===== config.mk =====
export PLATFORM = sky130hd
export DESIGN_NAME = dds_sweep_ctrl_flat
export DESIGN_NICKNAME = d
export VERILOG_FILES = /design/src/rtl/dds_sweep_if.sv /design/src/rtl/dds_sweep_ctrl.sv /design/src/flat_wrapper.sv
export SDC_FILE = /design/constraint.sdc
export NUM_CORES = 1
export LEC_CHECK = 0
export ABC_AREA = 0
export CORE_MARGIN = 2
export CORE_UTILIZATION = 38
export DETAILED_ROUTE_END_ITERATION = 16
export HOLD_SLACK_MARGIN = 0.02
export PLACE_DENSITY = 0.64
export REMOVE_ABC_BUFFERS = 1
export SLEW_MARGIN = 40
export SYNTH_ARGS = -nofsm -noshare
export SYNTH_HDL_FRONTEND = slang
export SYNTH_SLANG_ARGS = --single-unit
export TNS_END_PERCENT = 10

===== constraint.sdc =====
create_clock -name sys_clk -period 13.3 [get_ports sys_clk]
set_input_delay 1.33 -clock sys_clk [delete_from_list [all_inputs] [get_ports sys_clk]]
set_output_delay 1.33 -clock sys_clk [all_outputs]
set_load 0.02 [all_outputs]

===== src/rtl/dds_sweep_if.sv =====
// Sweep-controller bus: sweep configuration/control in, tuning word and status out.
// master = configuration side, slave = dds_sweep_ctrl.
interface dds_sweep_if #(
  parameter int ACC_LENGTH  = 48,
  parameter int DWELL_WIDTH = 16
);
  logic                   start;
  logic                   abort;
  logic                   continuous;
  logic [ACC_LENGTH-1:0]  start_freq;
  logic [ACC_LENGTH-1:0]  stop_freq;
  logic [ACC_LENGTH-1:0]  step;
  logic [DWELL_WIDTH-1:0] dwell;
  logic [ACC_LENGTH-1:0]  increment;
  logic                   load_increment;
  logic                   busy;
  logic                   done;

  modport master (
    output start, abort, continuous, start_freq, stop_freq, step, dwell,
    input  increment, load_increment, busy, done
  );

  modport slave (
    input  start, abort, continuous, start_freq, stop_freq, step, dwell,
    output increment, load_increment, busy, done
  );
endinterface


===== src/rtl/dds_sweep_ctrl.sv =====
// dds_sweep_ctrl: steps phase_acc's tuning word from start to stop with a per-word dwell.
// Define DDS_SWEEP_BIDIR_EN for triangular up/down sweeps; default is an up-only sawtooth.
module dds_sweep_ctrl #(
  parameter int ACC_LENGTH  = 48,
  parameter int DWELL_WIDTH = 16
) (
  input logic       sys_clk,
  input logic       rst_n,
  dds_sweep_if.slave sweep
);

  typedef enum logic [1:0] {IDLE, LOAD, DWELL, DONE} state_t;

  state_t                 state, state_nxt;
  logic [ACC_LENGTH-1:0]  cur, cur_nxt;
  logic [ACC_LENGTH-1:0]  start_s, stop_s, step_s;
  logic [DWELL_WIDTH-1:0] dwell_s, cnt, cnt_nxt;
  logic                   cont_s, degen;
  logic                   latch_cfg, decide;
  logic [ACC_LENGTH:0]    up_sum;
  logic [ACC_LENGTH-1:0]  up_word;
`ifdef DDS_SWEEP_BIDIR_EN
  logic                   dir, dir_nxt;
  logic [ACC_LENGTH:0]    dn_diff;
  logic [ACC_LENGTH-1:0]  dn_word;
`endif

  // Extra bit catches carry-out so a wrapping step clamps to stop instead of folding back.
  assign up_sum  = {1'b0, cur} + {1'b0, step_s};
  assign up_word = (up_sum >= {1'b0, stop_s}) ? stop_s : up_sum[ACC_LENGTH-1:0];
`ifdef DDS_SWEEP_BIDIR_EN
  assign dn_diff = {1'b0, cur} - {1'b0, step_s};
  assign dn_word = (dn_diff[ACC_LENGTH] || (dn_diff[ACC_LENGTH-1:0] <= start_s)) ?
                   start_s : dn_diff[ACC_LENGTH-1:0];
`endif

  // cur only changes on entry to LOAD, so it doubles as the held increment output.
  assign sweep.increment      = cur;
  assign sweep.load_increment = (state == LOAD);
  assign sweep.busy           = (state == LOAD) || (state == DWELL);
  assign sweep.done           = (state == DONE);

  always_ff @(posedge sys_clk) begin
    if (!rst_n) begin
      state   <= IDLE;
      cur     <= '0;
      cnt     <= '0;
      start_s <= '0;
      stop_s  <= '0;
      step_s  <= '0;
      dwell_s <= '0;
      cont_s  <= 1'b0;
      degen   <= 1'b0;
`ifdef DDS_SWEEP_BIDIR_EN
      dir     <= 1'b0;
`endif
    end else begin
      state <= state_nxt;
      cur   <= cur_nxt;
      cnt   <= cnt_nxt;
`ifdef DDS_SWEEP_BIDIR_EN
      dir   <= dir_nxt;
`endif
      if (latch_cfg) begin
        start_s <= sweep.start_freq;
        stop_s  <= sweep.stop_freq;
        step_s  <= sweep.step;
        dwell_s <= sweep.dwell;
        cont_s  <= sweep.continuous;
        degen   <= (sweep.step == '0) || (sweep.start_freq >= sweep.stop_freq);
      end
    end
  end

  always_comb begin
    state_nxt = state;
    cur_nxt   = cur;
    cnt_nxt   = cnt;
    latch_cfg = 1'b0;
    decide    = 1'b0;
`ifdef DDS_SWEEP_BIDIR_EN
    dir_nxt   = dir;
`endif

    case (state)
      IDLE: begin
        if (sweep.start) begin
          latch_cfg = 1'b1;
          cur_nxt   = sweep.start_freq;
          state_nxt = LOAD;
`ifdef DDS_SWEEP_BIDIR_EN
          dir_nxt   = 1'b0;
`endif
        end
      end
      LOAD: begin
        if (dwell_s != '0) begin
          cnt_nxt   = dwell_s - DWELL_WIDTH'(1);
          state_nxt = DWELL;
        end else begin
          decide = 1'b1;
        end
      end
      DWELL: begin
        if (cnt == '0) decide = 1'b1;
        else           cnt_nxt = cnt - DWELL_WIDTH'(1);
      end
      DONE:    state_nxt = IDLE;
      default: state_nxt = IDLE;
    endcase

    // Next-word decision: endpoint handling, turn-around and clamping.
    if (decide) begin
`ifdef DDS_SWEEP_BIDIR_EN
      if (degen) begin
        if (cont_s) begin
          cur_nxt   = start_s;
          state_nxt = LOAD;
        end else begin
          state_nxt = DONE;
        end
      end else if (!dir) begin
        if (cur == stop_s) begin
          dir_nxt = 1'b1;
          cur_nxt = dn_word;
        end else begin
          cur_nxt = up_word;
        end
        state_nxt = LOAD;
      end else begin
        if (cur == start_s) begin
          if (cont_s) begin
            dir_nxt   = 1'b0;
            cur_nxt   = up_word;
            state_nxt = LOAD;
          end else begin
            state_nxt = DONE;
          end
        end else begin
          cur_nxt   = dn_word;
          state_nxt = LOAD;
        end
      end
`else
      if (degen || (cur == stop_s)) begin
        if (cont_s) begin
          cur_nxt   = start_s;
          state_nxt = LOAD;
        end else begin
          state_nxt = DONE;
        end
      end else begin
        cur_nxt   = up_word;
        state_nxt = LOAD;
      end
`endif
    end

    if (sweep.abort) begin
      state_nxt = IDLE;
      cur_nxt   = cur;
      cnt_nxt   = cnt;
      latch_cfg = 1'b0;
`ifdef DDS_SWEEP_BIDIR_EN
      dir_nxt   = dir;
`endif
    end
  end

endmodule


===== src/flat_wrapper.sv =====
// flat-port wrapper written by rule: the top's interface ports become plain ports
module dds_sweep_ctrl_flat 
#(
  parameter int ACC_LENGTH  = 48,
  parameter int DWELL_WIDTH = 16
)
  (sys_clk, rst_n, sweep_start, sweep_abort, sweep_continuous, sweep_start_freq, sweep_stop_freq, sweep_step, sweep_dwell, sweep_increment, sweep_load_increment, sweep_busy, sweep_done);
  dds_sweep_if #(.ACC_LENGTH(ACC_LENGTH), .DWELL_WIDTH(DWELL_WIDTH)) sweep_i ();
  input logic sys_clk;
  input logic rst_n;
  input wire logic [$bits(sweep_i.start)-1:0] sweep_start;
  input wire logic [$bits(sweep_i.abort)-1:0] sweep_abort;
  input wire logic [$bits(sweep_i.continuous)-1:0] sweep_continuous;
  input wire logic [$bits(sweep_i.start_freq)-1:0] sweep_start_freq;
  input wire logic [$bits(sweep_i.stop_freq)-1:0] sweep_stop_freq;
  input wire logic [$bits(sweep_i.step)-1:0] sweep_step;
  input wire logic [$bits(sweep_i.dwell)-1:0] sweep_dwell;
  output wire logic [$bits(sweep_i.increment)-1:0] sweep_increment;
  output wire logic [$bits(sweep_i.load_increment)-1:0] sweep_load_increment;
  output wire logic [$bits(sweep_i.busy)-1:0] sweep_busy;
  output wire logic [$bits(sweep_i.done)-1:0] sweep_done;
  assign sweep_i.start = sweep_start;
  assign sweep_i.abort = sweep_abort;
  assign sweep_i.continuous = sweep_continuous;
  assign sweep_i.start_freq = sweep_start_freq;
  assign sweep_i.stop_freq = sweep_stop_freq;
  assign sweep_i.step = sweep_step;
  assign sweep_i.dwell = sweep_dwell;
  assign sweep_increment = sweep_i.increment;
  assign sweep_load_increment = sweep_i.load_increment;
  assign sweep_busy = sweep_i.busy;
  assign sweep_done = sweep_i.done;
  dds_sweep_ctrl #(.ACC_LENGTH(ACC_LENGTH), .DWELL_WIDTH(DWELL_WIDTH)) u_core (.sys_clk(sys_clk), .rst_n(rst_n), .sweep(sweep_i));
endmodule

==> results.cfg <==
[finish]
final_common_cell = nand2_1
drive_gt1_frac = 0.05267
nets = 2820
fillCellCount = 4604
multi_input_area_um2 = 11880
final_cells = 3127
syn_to_final_growth_pct = 21.06
final_cell_mix = nand2_1, a21oi_1, dfxtp_1, clkdlybuf4s50_1, a21boi_0
seq_area_um2 = 4566

[cts]
clock_sinks = 228
cts_buffers = 28
cts_root_buffer = clkbuf_16
path_clk_slew_ps = 60
cts_tree = done
cts_setup_buffers = 0
cts_hold_buf = 0
worst_skew_pair.late_latency_ps = 590
postCtsResizedCells = 0
htreeDepth = 1
clock_tree.buffer_depth = 3

[logic_synthesis]
ys.flop_type = dfxtp_1
synth_edf_count = 0
syn_area_per_cell_um2 = 7.304
yosysSeqAreaShare = 0.2633
ys_async_sr_fraction = 0
yosys_warnings = 0
syn_inst = 2373
ys_ff_latch = 228
syn_area_um2 = 17330
ys_types = 72

[critical_path]
worst_setup_path_start_kind = register
r2r_cells = 22
reg2reg_from = u_core.sweep.increment[9]$_SDFFE_PN0N_
critPathRequiredTime_ps = 13770
cp.arrival_ps = 6890
path_max_fanout = 52
startpoint = u_core.sweep.increment[9]$_SDFFE_PN0N_
end_kind = register
crit_type = reg -> reg

[timing]
hold_violations = 0
setup_tns_ps = 0
holdWs_ps = 460.7
finalSetupViolCount = 0
slew_violations = 0
skew_ps = 26.75
fmax_mhz = 155.7
post-route-min-period_ps = 6424
worst_pin_slew_ps = 963.6
rsz0062_at_grt = false
finalCritPeriodShare = 0.4830
maxSlewHeadroom = 0.3516

[global_routing]
grt_antenna_before_repair = 5
grt_usage = 0.2813
first_global_vias = 17500
grt_max_degree = 99
grt_pass1_wl_um = 103000
grt_overflow = 0

[drt]
routedWlPerCell_um = 21.73
vias = 18070
drtPass1Iterations = 7
drt_wl_total_um = 67960
first_iter_violations = 1372
drc = 0
routed_via_density = 5.779
ant_nets = 0

[worst_hold_path]
whs_path_depth = 2
hold_path_class = reg -> reg
hp-start = u_core.start_s[47]$_SDFFE_PN0P_

[die]
die_width_um = 217.6
io_pins = 216
initial_core_util = 0.3836
fp.dieH_um = 217.6
die_area_um2 = 47340
rows = 78
core-area_um2 = 45190

[place]
port_buffers = 215
dp_cells = 3074
place_congestion = 0.9452
hpwl_um = 49840

[power_and_ir_drop]
irDropWorstVdd_uv = 76.99
report.power.total_w = 0.002278
powerDensity_nw_per_um2 = 108.6
leakagePower_nw = 8.149

[flow_run]
max_cap_viol_count = 0

[outcome]
status = finished clean
metal layers:
metal | part of all wire | track usage | wire length, um | up-vias
met1 | 0.44 | 0.3683 | 29690 | 8632
met3 | 0.076 | 0.05732 | 5192 | 116
met4 | 0.036 | 0.1037 | 2447 | 6
li1 | - | - | - | 8685
met2 | 0.45 | 0.4555 | 30590 | 633
met5 | 0.00056 | 0 | 38 | -
final cells by class:
class                      count  share of cell area
multi-input combinational   1886              0.5663
sequential                   228              0.2176
timing repair buffer         241              0.1129
clock buffer                  43             0.04043
tap                          600             0.03578
inverter                     120             0.02147
clock inverter                 7            0.005366
antenna                        2           0.0002385
state kept, by name, indices dropped and copies added (netlist names):
register / cells
u_core.cnt: 16
u_core.cont_s: 1
u_core.degen: 1
u_core.dwell_s: 16
u_core.start_s: 48
u_core.state: 2
u_core.step_s: 48
u_core.stop_s: 48
u_core.sweep.increment: 48
through the flow:
step                      utilization  instance area (um2)  setup slack [ps]
after floorplan                     -                16810              4787
after global placement         0.4415                19950              7052
after detailed placement       0.4425                20000              6947
after CTS                      0.4638                20960              6912
after global routing           0.4643                20980              6506
final                          0.4644                20980              6876
kinds of logic (layout without fill, tap and decap cells):
family                   count (synthesis)  in the layout  synth area share
XOR/XNOR                                94             94           0.04750
flip-flops                             228            228            0.2633
other                                    0              2                 0
multiplexers                            40             40           0.02361
buffers and inverters                  259            411           0.05616
adder cells (fa/ha/maj)                150            150            0.1087
AND/OR/NAND/NOR                        837            837            0.2088
AO/OA/AOI/OAI                          765            765            0.2919
cells in the mapped netlist, types with 51 or more instances:
library cell	count	area share
nand2_1	536	0.12
a21oi_1	230	0.066
dfxtp_1	228	0.26
a21boi_0	168	0.073
ha_1	149	0.11
clkbuf_1	127	0.028
inv_1	119	0.026
nor2_1	97	0.021
o21ai_0	93	0.027
xnor2_1	81	0.041
a21o_1	55	0.024
nand4_1	51	0.018
where the power goes:
group          internal (W)  switching [W]  total (W)
sequential         0.000723      0.0000493   0.000772
clock              0.000493       0.000325   0.000818
combinational      0.000264       0.000425   0.000688
path summary, 6_finish.rpt:
check | slack (ps) | endpoint
max | 6880 | u_core.sweep.increment[40]$_SDFFE_PN0N_
min | 460 | u_core.start_s[47]$_SDFFE_PN0P_
max reg2reg | 6880 | u_core.sweep.increment[40]$_SDFFE_PN0N_
min reg2reg | 460 | u_core.start_s[47]$_SDFFE_PN0P_
critical path: stages, from the launching register on:
cell and delay (ps):
dfxtp_1 460, ha_1 350, a21oi_1 210, o21ai_0 160, a21oi_1 370, a21oi_2 150, or4b_1 510, a221o_1 480
a31oi_4 260, o221ai_1 160, xnor2_1 260, ha_1 290, a21oi_1 150, nor2b_1 60, a2111oi_0 440, o211ai_1 150
a211oi_1 360, o221ai_4 170, buf_4 380, mux2_2 360, a21oi_1 190, nand2_1 80, a31o_2 270
Note: power is estimated with default switching activity, not from simulation.
==> RTL change 1: new RTL, same flow settings <==
`DWELL_WIDTH` is set to 16 in 3 places; all go to 32.
--- a/src/rtl/dds_sweep_if.sv
+++ b/src/rtl/dds_sweep_if.sv
@@ -4,3 +4,3 @@
   parameter int ACC_LENGTH  = 48,
-  parameter int DWELL_WIDTH = 16
+  parameter int DWELL_WIDTH = 32
 );
--- a/src/rtl/dds_sweep_ctrl.sv
+++ b/src/rtl/dds_sweep_ctrl.sv
@@ -4,3 +4,3 @@
   parameter int ACC_LENGTH  = 48,
-  parameter int DWELL_WIDTH = 16
+  parameter int DWELL_WIDTH = 32
 ) (
--- a/src/flat_wrapper.sv
+++ b/src/flat_wrapper.sv
@@ -4,3 +4,3 @@
   parameter int ACC_LENGTH  = 48,
-  parameter int DWELL_WIDTH = 16
+  parameter int DWELL_WIDTH = 32
 )
Interface: changed (resized sweep_dwell); port bits go from 216 to 232. The function was not compared with the original's and may differ.
==> RTL change 1 against the original RTL <==
Sequential cell count increased by 32; routed wire length increased by 8.3%; worst setup slack got worse by 0.11 ns; cell count is 5.3% higher; critical endpoint is now u_core.sweep.increment[22]$_SDFFE_PN0N_; power rose by 8.6%; non-clock buffer count up 16; highest routed layer is now met4; synthesized area rose by 5.8%; worst hold slack worse by 0.0057 ns; largest cell class unchanged; final area increased by 6.2%.
==> RTL change 1: results <==
group,metric,value,unit
power_and_ir_drop,power_leakage,8.63,nW
finish,drive_above_1_share,5.04,%
critical_path,critPathMaxFanout,35,
finish,nets,2985,
finish,final_cell_count_no_fill,3293,
placement,dpl.hpwl,55200,µm
critical_path,crit_start,"u_core.sweep.increment[12]$_SDFFE_PN0N_",
power_and_ir_drop,ir_drop,0.0000869,V
placement,placed_area,21100,µm²
critical_path,reg2reg_slack,6.76,ns
sta,slew-limit-headroom,40.9,%
finish,nFillCells,4783,
global_routing,antenna_found_initial,0,
finish,antenna_cells,0,
route,totalWireLength,73600,µm
placement,numPlacedInstances,3232,
synthesis,synthTopCellsByArea,"dfxtp_1 28%, a21oi_1 10%, nand2_1 10%",
placement,pre_cts_slack,6.92,ns
placement,portBuffers,231,
critical_path,crit_arrival,7.00,ns
route,first_iter_violations,1577,
clocking,cts_made_buffers,31,
sta,setup_ws,6.76,ns
status,status,"complete, no violations",
critical_path,cp_slowest_cell,"o41ai_1",
global_routing,track_usage,28.3,%
critical_path,r2r_end,"u_core.sweep.increment[22]$_SDFFE_PN0N_",
critical_path,cp_slowest_stage_delay,0.69,ns
finish,final_area,22300,µm²
route,dr.pass1.iters,6,
worst_hold_path,hold_end,"u_core.start_s[13]$_SDFFE_PN0P_",
power_and_ir_drop,netSwitchingFraction,32.5,%
sta,skew,0.0169,ns
global_routing,grt_pass1_vias,18368,
synthesis,synth.top_cells.by_count,"497 x nand2_1, 374 x a21oi_1, 260 x dfxtp_1",
[RTL change 1: cell count changes after synthesis, moves of 13 or more]
cell | unedited run | this run
mux2i_1 | 33 | 70
nor2b_1 | 7 | 22
a211oi_1 | 39 | 15
a21oi_1 | 230 | 374
dfxtp_1 | 228 | 260
o21ai_0 | 93 | 124
nand2_1 | 536 | 497
nor3_1 | 39 | 26
a221oi_1 | 3 | 40
a31o_2 | 23 | 4
nand3_1 | 18 | 75
nor2_1 | 97 | 147
a21boi_0 | 168 | 2
[RTL change 1: layout make-up]
class	count	area share [%]
Multi-Input combinational cell	1987	54.6
Sequential cell	260	23.4
Timing Repair Buffer	257	11.5
Clock buffer	43	4.04
Tap cell	615	3.45
Inverter	117	1.99
Clock inverter	14	1.03
[RTL change 1: power by group through the flow]
stage               Clock, W  Combinational (W)  Sequential, W
floorplan                  0           0.000401       0.000884
global placement           0           0.000622       0.000891
detailed placement         0           0.000632       0.000892
CTS                 0.000965           0.000635       0.000876
global route        0.000993           0.000699       0.000881
finish              0.000954           0.000644       0.000877
[RTL change 1: worst min-delay path, stage by stage (launching register included)]
cell and delay [ns]:
dfxtp_1 0.31, nand2_1 0.05, a21oi_1 0.05
[RTL change 1: routing by layer]
layer	vias up	wire, µm	share of wire (%)	global-route usage (%)
met5	-	0	0	0
met4	0	2580	3.5	9.03
met3	134	4850	6.6	4.04
met2	678	34200	47	48.1
met1	9256	31900	43	37.0
li1	9188	-	-	-
[RTL change 1: kinds of logic after synthesis]
group,synth area share [%]
AO/OA/AOI/OAI,23.9
buffers and inverters,5.81
flip-flops,28.4
adder cells (fa/ha/maj),10.3
XOR/XNOR,4.77
AND/OR/NAND/NOR,22.5
multiplexers,4.31
==> RTL change 2: new RTL, config.mk and constraints unchanged <==
Made on the original files. The 4 states of `state_t` get a Gray code encoding in 2 bits.
--- a/src/rtl/dds_sweep_ctrl.sv
+++ b/src/rtl/dds_sweep_ctrl.sv
@@ -11,3 +11,3 @@
 
-  typedef enum logic [1:0] {IDLE, LOAD, DWELL, DONE} state_t;
+  typedef enum logic [1:0] {IDLE = 2'b00, LOAD = 2'b01, DWELL = 2'b11, DONE = 2'b10} state_t;
 
Behaviour: same outputs for any inputs over 4 cycles, from zero or initial values and one cycle with rst_n low; so few cycles prove little.
==> RTL change 2 against the original RTL <==
Worst setup slack better by 0.13 ns; largest cell class unchanged; critical path type unchanged; critical endpoint is now u_core.sweep.increment[23]$_SDFFE_PN0N_; routed wire length shrank 1.4%; clock power decreased by 3.7%; power increased by 4.2%; sequential cell count did not move; cell count is 2.4% lower; synthesized area is 0.54% higher; final area increased by 0.18%.
==> RTL change 2: results <==
group,metric,value,unit
route,dr_total_vias,17866,
finish,antenna_cells,0,
critical_path,reg2reg_depth,21,
finish,drive_above_1_share,5.71,%
global_routing,antenna_found_initial,1,
global_routing,track_usage,27.3,%
route,first_iter_violations,1562,
worst_hold_path,min_from,"u_core.start_s[42]$_SDFFE_PN0P_",
placement,dpl.hpwl,49600,µm
critical_path,cp_slowest_cell,"o31ai_1",
route,wl_met1,29500,µm
route,dr_wl_met3,4290,µm
clocking,clk_path_buf_depth,3,
status,status,"complete, no violations",
synthesis,synth.top_cells.by_count,"433 x nand2_1, 228 x dfxtp_1, 169 x a21oi_1",
worst_hold_path,hold_end,"u_core.start_s[42]$_SDFFE_PN0P_",
critical_path,crit_end,"u_core.sweep.increment[23]$_SDFFE_PN0N_",
power_and_ir_drop,ir_drop,0.0000955,V
critical_path,crit_arrival,6.75,ns
global_routing,grt_max_degree,88,
route,dr.pass1.iters,7,
clocking,clock-root-buffer,"clkbuf_16",
critical_path,cp_slowest_stage_delay,0.44,ns
synthesis,async_flop_share,0,%
critical_path,crit_start,"u_core.sweep.increment[0]$_SDFFE_PN0N_",
placement,globalplace.congestion,0.950,
sta,tightest_slew,0.939,ns
synthesis,ys_types,85,
route,top_layer_used,"met4",
clocking,htreeDepth,1,
critical_path,reg2reg_slack,7.01,ns
synthesis,synthTopCellsByArea,"dfxtp_1 26%, ha_1 11%, nand2_1 9.3%",
power_and_ir_drop,power_leakage,8.17,nW
global_routing,grt_pass1_vias,17139,
route,wl_met2,30000,µm
critical_path,critPathMaxFanout,27,
clocking,cts_made_buffers,29,
route,totalWireLength,67000,µm
sta,skew,0.0374,ns
clocking,postCtsHoldBufs,0,
placement,numPlacedInstances,2996,
synthesis,yosysWarnings,0,
finish,final_cell_count_no_fill,3051,
synthesis,synth.avg_cell_area,7.57,µm²
finish,nets,2746,
synthesis,ys_seq_area_share,26.2,%
global_routing,grt_pass1_wl,100000,µm
power_and_ir_drop,netSwitchingFraction,37.0,%
-- RTL change 2: cell count changes in the layout (fill, tap and decap cells not counted), sizes merged, moves of 13 or more --
| cell | change |
|---|---|
| a31o | -23 |
| a22o | +15 |
| o2bb2ai | +14 |
| a21oi | -59 |
| nand3 | +15 |
| nand2 | -103 |
| mux2 | +15 |
| a21o | -17 |
| nand4 | +13 |
| a221oi | +14 |
| o211ai | +19 |
| mux2i | +17 |
-- RTL change 2: worst register-to-register path, stage by stage (launching register included) --
cell and delay (ns):
dfxtp_1 0.43, ha_1 0.24, inv_1 0.07, fa_1 0.39
nand2b_1 0.18, a21oi_1 0.24, o21ai_1 0.21, a21o_2 0.32
a211oi_1 0.35, a41oi_1 0.33, o31ai_1 0.44, xor2_1 0.25
ha_1 0.29, a22o_1 0.20, nor4_1 0.20, o21ai_0 0.14
a221oi_1 0.44, a21oi_1 0.25, nor3_4 0.38, buf_4 0.42
o211ai_1 0.14, a22o_1 0.26
-- RTL change 2: area by class of cell --
type | instances | area, µm²
Fill cell | 4506 | 24300
Multi-Input combinational cell | 1802 | 11900
Sequential cell | 228 | 4560
Timing Repair Buffer | 240 | 2400
Clock buffer | 38 | 800
Tap cell | 600 | 751
Inverter | 129 | 488
Clock inverter | 14 | 129
-- RTL change 2: cells by family (layout without fill, tap and decap cells) --
| kind of cell | Yosys count | count (layout) | share of synthesized area [%] |
|---|---|---|---|
| AOI/OAI and AO/OA | 708 | 708 | 27.8 |
| xor gates and xnor gates | 88 | 88 | 4.42 |
| adders and majority gates | 151 | 151 | 10.9 |
| buffers and inverters | 272 | 421 | 6.17 |
| DFF | 228 | 228 | 26.2 |
| muxes | 72 | 72 | 4.29 |
| and+or+nand+nor | 783 | 783 | 20.2 |
-- RTL change 2: layer usage --
| layer | GRT usage [%] | vias up |
|---|---|---|
| li1 | - | 8505 |
| met2 | 43.8 | 668 |
| met3 | 3.73 | 147 |
| met4 | 11.9 | 0 |
| met5 | 0.208 | - |
| met1 | 36.4 | 8546 |
-- RTL change 2: power by group through the flow --
stage | clock [W] | combinational [W] | sequential, W
floorplan | 0 | 0.000454 | 0.000800
global placement | 0 | 0.000759 | 0.000803
detailed placement | 0 | 0.000773 | 0.000805
CTS | 0.000800 | 0.000778 | 0.000791
global route | 0.000828 | 0.000855 | 0.000798
finish | 0.000788 | 0.000794 | 0.000793
-- RTL change 2: through the flow --
step                utilization [%]  hold WS (ns)  instance area, µm²  worst slack, ns  power (W)
floorplan                         -         0.439               16800             4.62    0.00125
global placement               44.0         0.449               19900             6.80    0.00156
detailed placement             44.2         0.460               20000             6.69    0.00158
CTS                            46.3         0.468               21000             6.62    0.00237
global route                   46.4         0.488               21000             6.62    0.00248
finish                         46.4         0.463               21000             7.01    0.00237
